--- src/rtl/regfile_wb_scheduler_if.sv ---
// Purpose: bundles the issue, write-back request and register-file write
//          signals of the write-back scheduler into one connection.
// Ports:   master = decode + requesters + register file side,
//          slave = the scheduler itself.
interface regfile_wb_scheduler_if;
  // issue side (decode)
  logic        issue_valid;
  logic [4:0]  issue_rs1;
  logic [4:0]  issue_rs2;
  logic [4:0]  issue_rd;
  logic        issue_stall;

  // write-back requester A (ALU)
  logic        a_valid;
  logic [4:0]  a_rd;
  logic [31:0] a_data;
  logic        a_ready;

  // write-back requester B (load unit)
  logic        b_valid;
  logic [4:0]  b_rd;
  logic [31:0] b_data;
  logic        b_ready;

  // register file write port and scoreboard view
  logic        rf_rWrite;
  logic [4:0]  rf_rsWrite;
  logic [31:0] rf_dataWrite;
  logic [31:0] busy;

  modport master (
    output issue_valid, issue_rs1, issue_rs2, issue_rd,
    output a_valid, a_rd, a_data,
    output b_valid, b_rd, b_data,
    input  issue_stall, a_ready, b_ready,
    input  rf_rWrite, rf_rsWrite, rf_dataWrite, busy
  );

  modport slave (
    input  issue_valid, issue_rs1, issue_rs2, issue_rd,
    input  a_valid, a_rd, a_data,
    input  b_valid, b_rd, b_data,
    output issue_stall, a_ready, b_ready,
    output rf_rWrite, rf_rsWrite, rf_dataWrite, busy
  );
endinterface

--- src/rtl/regfile_wb_scheduler.sv ---
// Purpose: arbitrates ALU/load write-backs onto the single register-file write port and keeps a busy scoreboard.
// Latency: grant is combinational; write port registered (1 cycle); busy bit clears one edge after the handshake.
// Backpressure: one grant per cycle; a losing requester holds valid until granted; issue stalls on RAW/WAW hazards.
//
// Ports:
//   clk, reset  - clock (rising edge) and synchronous active-high reset
//   bus (slave) - issue_* / issue_stall, a_* and b_* valid-ready write-back
//                 requests, rf_rWrite/rf_rsWrite/rf_dataWrite to the
//                 register file, busy scoreboard (bit 0 always 0)
// Build option:
//   WB_RR_ARB_EN - when defined, A/B conflicts are resolved round-robin;
//                  otherwise A has fixed priority.
module regfile_wb_scheduler (
  input logic                   clk,
  input logic                   reset,
  regfile_wb_scheduler_if.slave bus
);

  typedef struct packed {
    logic [4:0]  rd;
    logic [31:0] data;
  } wb_req_t;

  wb_req_t     req_a;
  wb_req_t     req_b;
  wb_req_t     win;
  logic        grant_a;
  logic        grant_b;
  logic        hs;
  logic        issue_acc;

  logic [31:0] busy_q;
  logic [31:0] busy_d;
  logic [31:0] set_mask;
  logic [31:0] clr_mask;

  logic        rf_we_q;
  logic [4:0]  rf_rs_q;
  logic [31:0] rf_data_q;

  // Destination of the write the register file commits at the next edge.
  logic        pend_vld;
  logic [4:0]  pend_rd;

  assign req_a = {bus.a_rd, bus.a_data};
  assign req_b = {bus.b_rd, bus.b_data};

`ifdef WB_RR_ARB_EN
  // 1 = B is preferred on the next conflict.
  logic prefer_b;

  assign grant_a = ~reset & bus.a_valid & (~bus.b_valid | ~prefer_b);
  assign grant_b = ~reset & bus.b_valid & (~bus.a_valid | prefer_b);

  // After any handshake the other requester becomes preferred.
  always_ff @(posedge clk) begin
    if (reset) begin
      prefer_b <= 1'b0;
    end else if (hs) begin
      prefer_b <= grant_a;
    end
  end
`else
  assign grant_a = ~reset & bus.a_valid;
  assign grant_b = ~reset & bus.b_valid & ~bus.a_valid;
`endif

  assign hs          = grant_a | grant_b;
  assign win         = grant_a ? req_a : req_b;
  assign bus.a_ready = grant_a;
  assign bus.b_ready = grant_b;

  assign bus.issue_stall = ~reset & bus.issue_valid &
                           (busy_q[bus.issue_rs1] | busy_q[bus.issue_rs2] | busy_q[bus.issue_rd]);
  assign issue_acc       = bus.issue_valid & ~bus.issue_stall;

  always_comb begin
    set_mask = '0;
    clr_mask = '0;
    if (issue_acc && (bus.issue_rd != 5'd0)) begin
      set_mask = 32'd1 << bus.issue_rd;
    end
    if (pend_vld) begin
      clr_mask = 32'd1 << pend_rd;
    end
    // Set is applied after clear so it wins if both hit one register.
    busy_d = ((busy_q & ~clr_mask) | set_mask) & ~32'd1;
  end

  always_ff @(posedge clk) begin
    if (reset) begin
      busy_q    <= '0;
      rf_we_q   <= 1'b0;
      rf_rs_q   <= '0;
      rf_data_q <= '0;
      pend_vld  <= 1'b0;
      pend_rd   <= '0;
    end else begin
      busy_q   <= busy_d;
      rf_we_q  <= hs & (win.rd != 5'd0);
      pend_vld <= hs;
      if (hs) begin
        rf_rs_q   <= win.rd;
        rf_data_q <= win.data;
        pend_rd   <= win.rd;
      end
    end
  end

  assign bus.rf_rWrite    = rf_we_q;
  assign bus.rf_rsWrite   = rf_rs_q;
  assign bus.rf_dataWrite = rf_data_q;
  assign bus.busy         = busy_q;

endmodule

--- src/flat_wrapper.sv ---
// flat-port wrapper written by rule: the top's interface ports become plain ports
module regfile_wb_scheduler_flat 
  (clk, reset, bus_issue_valid, bus_issue_rs1, bus_issue_rs2, bus_issue_rd, bus_a_valid, bus_a_rd, bus_a_data, bus_b_valid, bus_b_rd, bus_b_data, bus_issue_stall, bus_a_ready, bus_b_ready, bus_rf_rWrite, bus_rf_rsWrite, bus_rf_dataWrite, bus_busy);
  regfile_wb_scheduler_if bus_i ();
  input logic clk;
  input logic reset;
  input wire logic [$bits(bus_i.issue_valid)-1:0] bus_issue_valid;
  input wire logic [$bits(bus_i.issue_rs1)-1:0] bus_issue_rs1;
  input wire logic [$bits(bus_i.issue_rs2)-1:0] bus_issue_rs2;
  input wire logic [$bits(bus_i.issue_rd)-1:0] bus_issue_rd;
  input wire logic [$bits(bus_i.a_valid)-1:0] bus_a_valid;
  input wire logic [$bits(bus_i.a_rd)-1:0] bus_a_rd;
  input wire logic [$bits(bus_i.a_data)-1:0] bus_a_data;
  input wire logic [$bits(bus_i.b_valid)-1:0] bus_b_valid;
  input wire logic [$bits(bus_i.b_rd)-1:0] bus_b_rd;
  input wire logic [$bits(bus_i.b_data)-1:0] bus_b_data;
  output wire logic [$bits(bus_i.issue_stall)-1:0] bus_issue_stall;
  output wire logic [$bits(bus_i.a_ready)-1:0] bus_a_ready;
  output wire logic [$bits(bus_i.b_ready)-1:0] bus_b_ready;
  output wire logic [$bits(bus_i.rf_rWrite)-1:0] bus_rf_rWrite;
  output wire logic [$bits(bus_i.rf_rsWrite)-1:0] bus_rf_rsWrite;
  output wire logic [$bits(bus_i.rf_dataWrite)-1:0] bus_rf_dataWrite;
  output wire logic [$bits(bus_i.busy)-1:0] bus_busy;
  assign bus_i.issue_valid = bus_issue_valid;
  assign bus_i.issue_rs1 = bus_issue_rs1;
  assign bus_i.issue_rs2 = bus_issue_rs2;
  assign bus_i.issue_rd = bus_issue_rd;
  assign bus_i.a_valid = bus_a_valid;
  assign bus_i.a_rd = bus_a_rd;
  assign bus_i.a_data = bus_a_data;
  assign bus_i.b_valid = bus_b_valid;
  assign bus_i.b_rd = bus_b_rd;
  assign bus_i.b_data = bus_b_data;
  assign bus_issue_stall = bus_i.issue_stall;
  assign bus_a_ready = bus_i.a_ready;
  assign bus_b_ready = bus_i.b_ready;
  assign bus_rf_rWrite = bus_i.rf_rWrite;
  assign bus_rf_rsWrite = bus_i.rf_rsWrite;
  assign bus_rf_dataWrite = bus_i.rf_dataWrite;
  assign bus_busy = bus_i.busy;
  regfile_wb_scheduler u_core (.clk(clk), .reset(reset), .bus(bus_i));
endmodule
--- config.mk ---
export PLATFORM = sky130hd
export DESIGN_NAME = regfile_wb_scheduler_flat
export DESIGN_NICKNAME = d
export VERILOG_FILES = /design/src/rtl/regfile_wb_scheduler_if.sv /design/src/rtl/regfile_wb_scheduler.sv /design/src/flat_wrapper.sv
export SDC_FILE = /design/constraint.sdc
export NUM_CORES = 1
export LEC_CHECK = 0
export ABC_AREA = 1
export BUFFER_PORTS_ARGS = -buffer_cell sky130_fd_sc_hd__buf_2
export CAP_MARGIN = 15
export CORE_ASPECT_RATIO = 0.8
export CORE_MARGIN = 1
export CORE_UTILIZATION = 50
export CTS_CLUSTER_DIAMETER = 120
export DETAILED_ROUTE_END_ITERATION = 8
export GPL_TIMING_DRIVEN = 0
export PLACE_DENSITY = 0.82
export SYNTH_ARGS = -nofsm -noshare
export SYNTH_HDL_FRONTEND = slang
export SYNTH_SLANG_ARGS = --single-unit
--- constraint.sdc ---
create_clock -name clk -period 2.05 [get_ports clk]
set_input_delay 0.205 -clock clk [delete_from_list [all_inputs] [get_ports clk]]
set_output_delay 0.205 -clock clk [all_outputs]
set_load 0.01 [all_outputs]
Word-level counts from Yosys, hierarchy flattened
Cells that the tools add are included.
{"block": "totals", "output_inout_bits": 73, "wordCells": 39, "reg_bits": 71}
{"block": "op_classes", "n_reduce_logical": 3, "mux": 9, "magnitude_cmp": 3, "n_bitwise": 16, "n_shift": 2}
{"cell": "$mux 32", "count": 2}
{"cell": "$shl 1x5->32 const A", "count": 2}
{"cell": "$mux 37", "count": 1}
{"cell": "$and 32x32->32", "count": 1}
{"cell": "$not 32->32", "count": 1}
{"cell": "$or 32x32->32", "count": 1}
{"cell": "$lt 5x6->1 const B", "count": 3}
{"cell": "$bmux 1 s5", "count": 3}
{"cell": "$reduce_bool 5->1", "count": 2}
{"cell": "$and 1x1->1", "count": 7}
{"cell": "$mux 1", "count": 3}
{"cell": "$not 1->1", "count": 3}
{"cell": "$or 1x1->1", "count": 3}
{"cell": "$logic_and 1x1->1", "count": 1}

Logic depth before layout (Yosys ltp)
{"block": "depth", "word_depth": 10, "mapped_depth": 15}

Worst setup path before layout
No wires, ideal clock.
{"block": "synth_timing", "kind": "input port to output port", "start": "input port bus_issue_rd[0]", "end": "output port bus_issue_stall", "arrival_ps": 1422, "cell_stages": 13, "path_buffers": 3, "slack_ps": 423, "cell_sequence": "buf_4 -> buf_2 -> nand2_1 -> o21ai_0 -> nand2_1 -> nand3_1 -> nand3_1 -> nand2_1 -> nand2_1 -> nand2_2 -> o21bai_4 -> buf_6 -> inv_1"}
{"block": "synth_between", "elab_chain_cells": 4}
{"element": "start: declaration", "line_no": "flat_wrapper.sv:10", "text": "input wire logic [$bits(bus_i.issue_rd)-1:0] bus_issue_rd;"}
{"element": "$bmux 1 s5", "line_no": "regfile_wb_scheduler.sv:74", "text": "(busy_q[bus.issue_rs1] | busy_q[bus.issue_rs2] | busy_q[bus.issue_rd]);"}
{"element": "$mux 1 (implied by the code)", "line_no": "regfile_wb_scheduler.sv:74"}
{"element": "$or 1x1->1", "line_no": "regfile_wb_scheduler.sv:74"}
{"element": "$and 1x1->1", "line_no": "regfile_wb_scheduler.sv:73", "text": "assign bus.issue_stall = ~reset & bus.issue_valid &"}
{"element": "end: declaration", "line_no": "flat_wrapper.sv:17", "text": "output wire logic [$bits(bus_i.issue_stall)-1:0] bus_issue_stall;"}
Every way passes these cells. The select of a mux whose other input is x is not followed.

Worst setup path in the final report
{"block": "layout_timing", "start": "register u_core.busy_q[11], in the netlist u_core.bus.busy[11]", "end": "output port bus_issue_stall"}
{"block": "layout_between", "elab_chain_cells": 5}
{"element": "start: declaration", "line_no": "regfile_wb_scheduler.sv:32", "text": "logic [31:0] busy_q;"}
{"element": "start signal: assignment", "line_no": "regfile_wb_scheduler.sv:99", "text": "busy_q <= busy_d;"}
{"element": "$bmux 1 s5", "line_no": "regfile_wb_scheduler.sv:74"}
{"element": "$mux 1 (implied by the code)", "line_no": "regfile_wb_scheduler.sv:74"}
{"element": "$or 1x1->1", "line_no": "regfile_wb_scheduler.sv:74"}
{"element": "$or 1x1->1 *", "line_no": "regfile_wb_scheduler.sv:74"}
{"element": "$and 1x1->1 *", "line_no": "regfile_wb_scheduler.sv:73"}
Every way passes the cells marked *; elsewhere a longest branch is shown, timed or not. The select of a mux whose other input is x is not followed.

==> reports/metrics.cfg <==
[outcome]
outcome = complete, no violations

[drt]
detail_route.wl_per_cell_um = 16.89
avgViaCountPerCell = 5.756
wl_um = 16420
drt_iter0_markers = 619
detail_route.drc_violations = 0
detail_route.first_pass.iterations = 5
remaining_antenna_violation_count_after_routing = 0
via_count = 5595

[floorplan]
dieHeight_um = 85
ios = 167
core_region_area_um2 = 8128
die_width_um = 105.7
floorplan.die_area_um2 = 8988
number_of_standard_cell_rows_in_the_floorplan = 29
floorplan.initialDensity_pct = 52.97

[timing]
hold-worst-slack_ns = 0.1042
worst_slew_margin_pct = 48.50
finalMaxSlewViolations = 0
clock_skew_ns = 0.006633
achievable_frequency_mhz = 503.9
report.final.setup_viol = 0
hold_violations = 0
minimum_clock_period_after_layout_ns = 1.985
aggregate_negative_setup_slack_ns = 0
finalCritPeriodShare_pct = 96.81
max_slew.worst_pin.slew_ns = 0.7724

[pwr]
internal-power_w = 0.002413
total_power_w = 0.003467
powerDensity_nw_per_um2 = 627.6
part_of_the_total_power_dissipated_in_sequential_elements_pct = 42.6
ir_worst_vdd_uv = 387.4
power.combinational.fraction_pct = 21.0
power.leakage_nw = 2.522
switching_share_pct = 30.40
power.clock.fraction_pct = 36.4
power.switching_w = 0.001054

[yosys]
synth-warning-count = 0
ys_ff_latch = 70
post_synth.cell_area_avg_um2 = 6.258
synth_fp_nets = 782
synth_sequential_area_ratio_pct = 32.55
netlist-cell-type-count = 28
synth_cells = 688
syn-cell-area_um2 = 4305

[global_routing]
overall_overflow_remaining_after_global_route = 0
grt_start_max_net_pins = 13
first_global_vias = 5117
gr-usage-all-layers_pct = 36.27
grt_first_pass_wirelength_um = 25410
grt_antenna_before_repair = 0

[placement]
dpl-instance-area_um2 = 5226
detailed_place_hpwl_um = 12610
place.gp.congestion = 1.028
dpl.cell_count = 953
portBuffers = 157

[critical_path]
critPathArrivalTime_ns = 1.78
critical_path_class = reg -> out
critical_path_required_ns = 1.85
worst_setup_path_end_kind = output pin
worst-r2r-cell-count = 13
setup.worst_path.start_class = register
cp_max_fo = 4

[clocking]
cts_buffer_depth = 2
clock_tree.htree_level_count = 3
cts_tree = built
clk_pin_slew_worst_paths_ns = 0.08
clock_latency_ns = 0.35
holdBufCountCts = 0
numCtsBuffers = 9
clock_sinks = 70
clock-root-buffer = clkbuf_8

[finish]
nets = 953
nFillCells = 773
mostFrequentLayoutCell = nand2_1
final-instance-count-excl-fill = 972
final_cell_area_um2 = 5525
syn_to_final_growth_pct = 28.33
footprint_of_the_multi_input_gates_um2 = 2466
diodes = 0
final_cell_mix = 175 x nand2_1, 164 x buf_2, 103 x nand3_1, 72 x o21ai_0, 51 x dfxtp_1
register_area_um2 = 1430
ratio_of_cells_with_drive_above_1_in_the_final_layout_pct = 29.05

[run]
timing.max_cap.violations = 0

[min_path]
hold_path.class = in -> reg
min_delay_path_depth = 2

[flip-flops by register name, summed over array words and instances, names as in the netlist]
name                     count
u_core.bus.rf_rWrite         1
u_core.pend_vld              1
u_core.bus.rf_rsWrite        5
u_core.bus.rf_dataWrite     32
u_core.bus.busy             31
[worst paths after layout]
check | from | slack (ns) | endpoint
setup / recovery | u_core.bus.busy[11] | 0.07 | bus_issue_stall
hold reg to reg | u_core.bus.busy[4] | 0.51 | u_core.bus.busy[4]
hold / removal | reset | 0.10 | u_core.bus.busy[1]
setup reg to reg | u_core.bus.busy[11] | 0.12 | u_core.bus.busy[3]
[stage by stage]
step	setup WS, ns	util (%)
after floorplan	0.4229	-
after global placement	-0.04413	64.30
after detailed placement	-0.04627	64.30
after CTS	0.006782	67.49
after global routing	-0.001614	67.98
final	0.06547	67.98
[cell type report]
type                            count  area share (%)
Multi-Input combinational cell    511           44.63
Sequential cell                    70           25.88
Tap cell                          108           2.446
Clock inverter                      5           1.472
Timing Repair Buffer              161           14.88
Buffer                             49           4.257
Inverter                           57           3.872
Clock buffer                       11           2.559
[layer usage]
metal | GRT usage (%) | wire, µm
met3 | 12.44 | 2150
met2 | 53.36 | 7061
met4 | 10.73 | 291
met5 | 0 | 0
met1 | 50.05 | 6911
[critical path, stage by stage (launching register included)]
cell and delay, ns:
dfxtp_1 0.34, inv_1 0.14, nor2_1 0.07, a21oi_1 0.11, nand3_1 0.08, nand3_1 0.09, nand2_1 0.06, nand2_1 0.07
nand2_2 0.11, o21bai_4 0.19, inv_2 0.05, buf_6 0.12
[power groups by stage]
| stage | clock network (W) | logic (W) | registers [W] |
|---|---|---|---|
| after detailed placement | 0 | 0.000699 | 0.00150 |
| after CTS | 0.00128 | 0.000710 | 0.00147 |
| final | 0.00126 | 0.000728 | 0.00148 |
| after global routing | 0.00134 | 0.000799 | 0.00148 |
| after global placement | 0 | 0.000687 | 0.00150 |
| after floorplan | 0 | 0.000386 | 0.00153 |
[logic make-up after synthesis]
kind of cell	count (synthesis)	share of synthesized area, %
compound gates	152	19.99
buf+inv	107	10.69
flops	70	32.55
mux	1	0.2325
other cells	1	0.08710
simple gates	357	36.44
[cells in the mapped netlist (all sizes together)]
library cell | instances | share of area [%]
inv | 55 | 4.8
a21oi | 42 | 5.8
clkinv | 2 | 0.17
nor3 | 4 | 0.46
o21ai | 74 | 8.6
nor2 | 50 | 4.4
nand3 | 113 | 14
o211ai | 1 | 0.17
conb | 1 | 0.087
a31oi | 32 | 4.6
o41ai | 1 | 0.20
buf | 19 | 3.0
dfxtp | 70 | 33
nand4 | 4 | 0.58
o31ai | 1 | 0.17
clkbuf | 31 | 2.7
nor4 | 6 | 0.87
mux2i | 1 | 0.23
o21bai | 1 | 0.44
nand2 | 180 | 16
[repair_timing]
action	4_1_cts	5_1_grt
pin swaps	1	10
endpoints found under the setup margin	1	5
setup buffers	2	2
resized for setup	16	22
(Power assumes the default switching activity.)
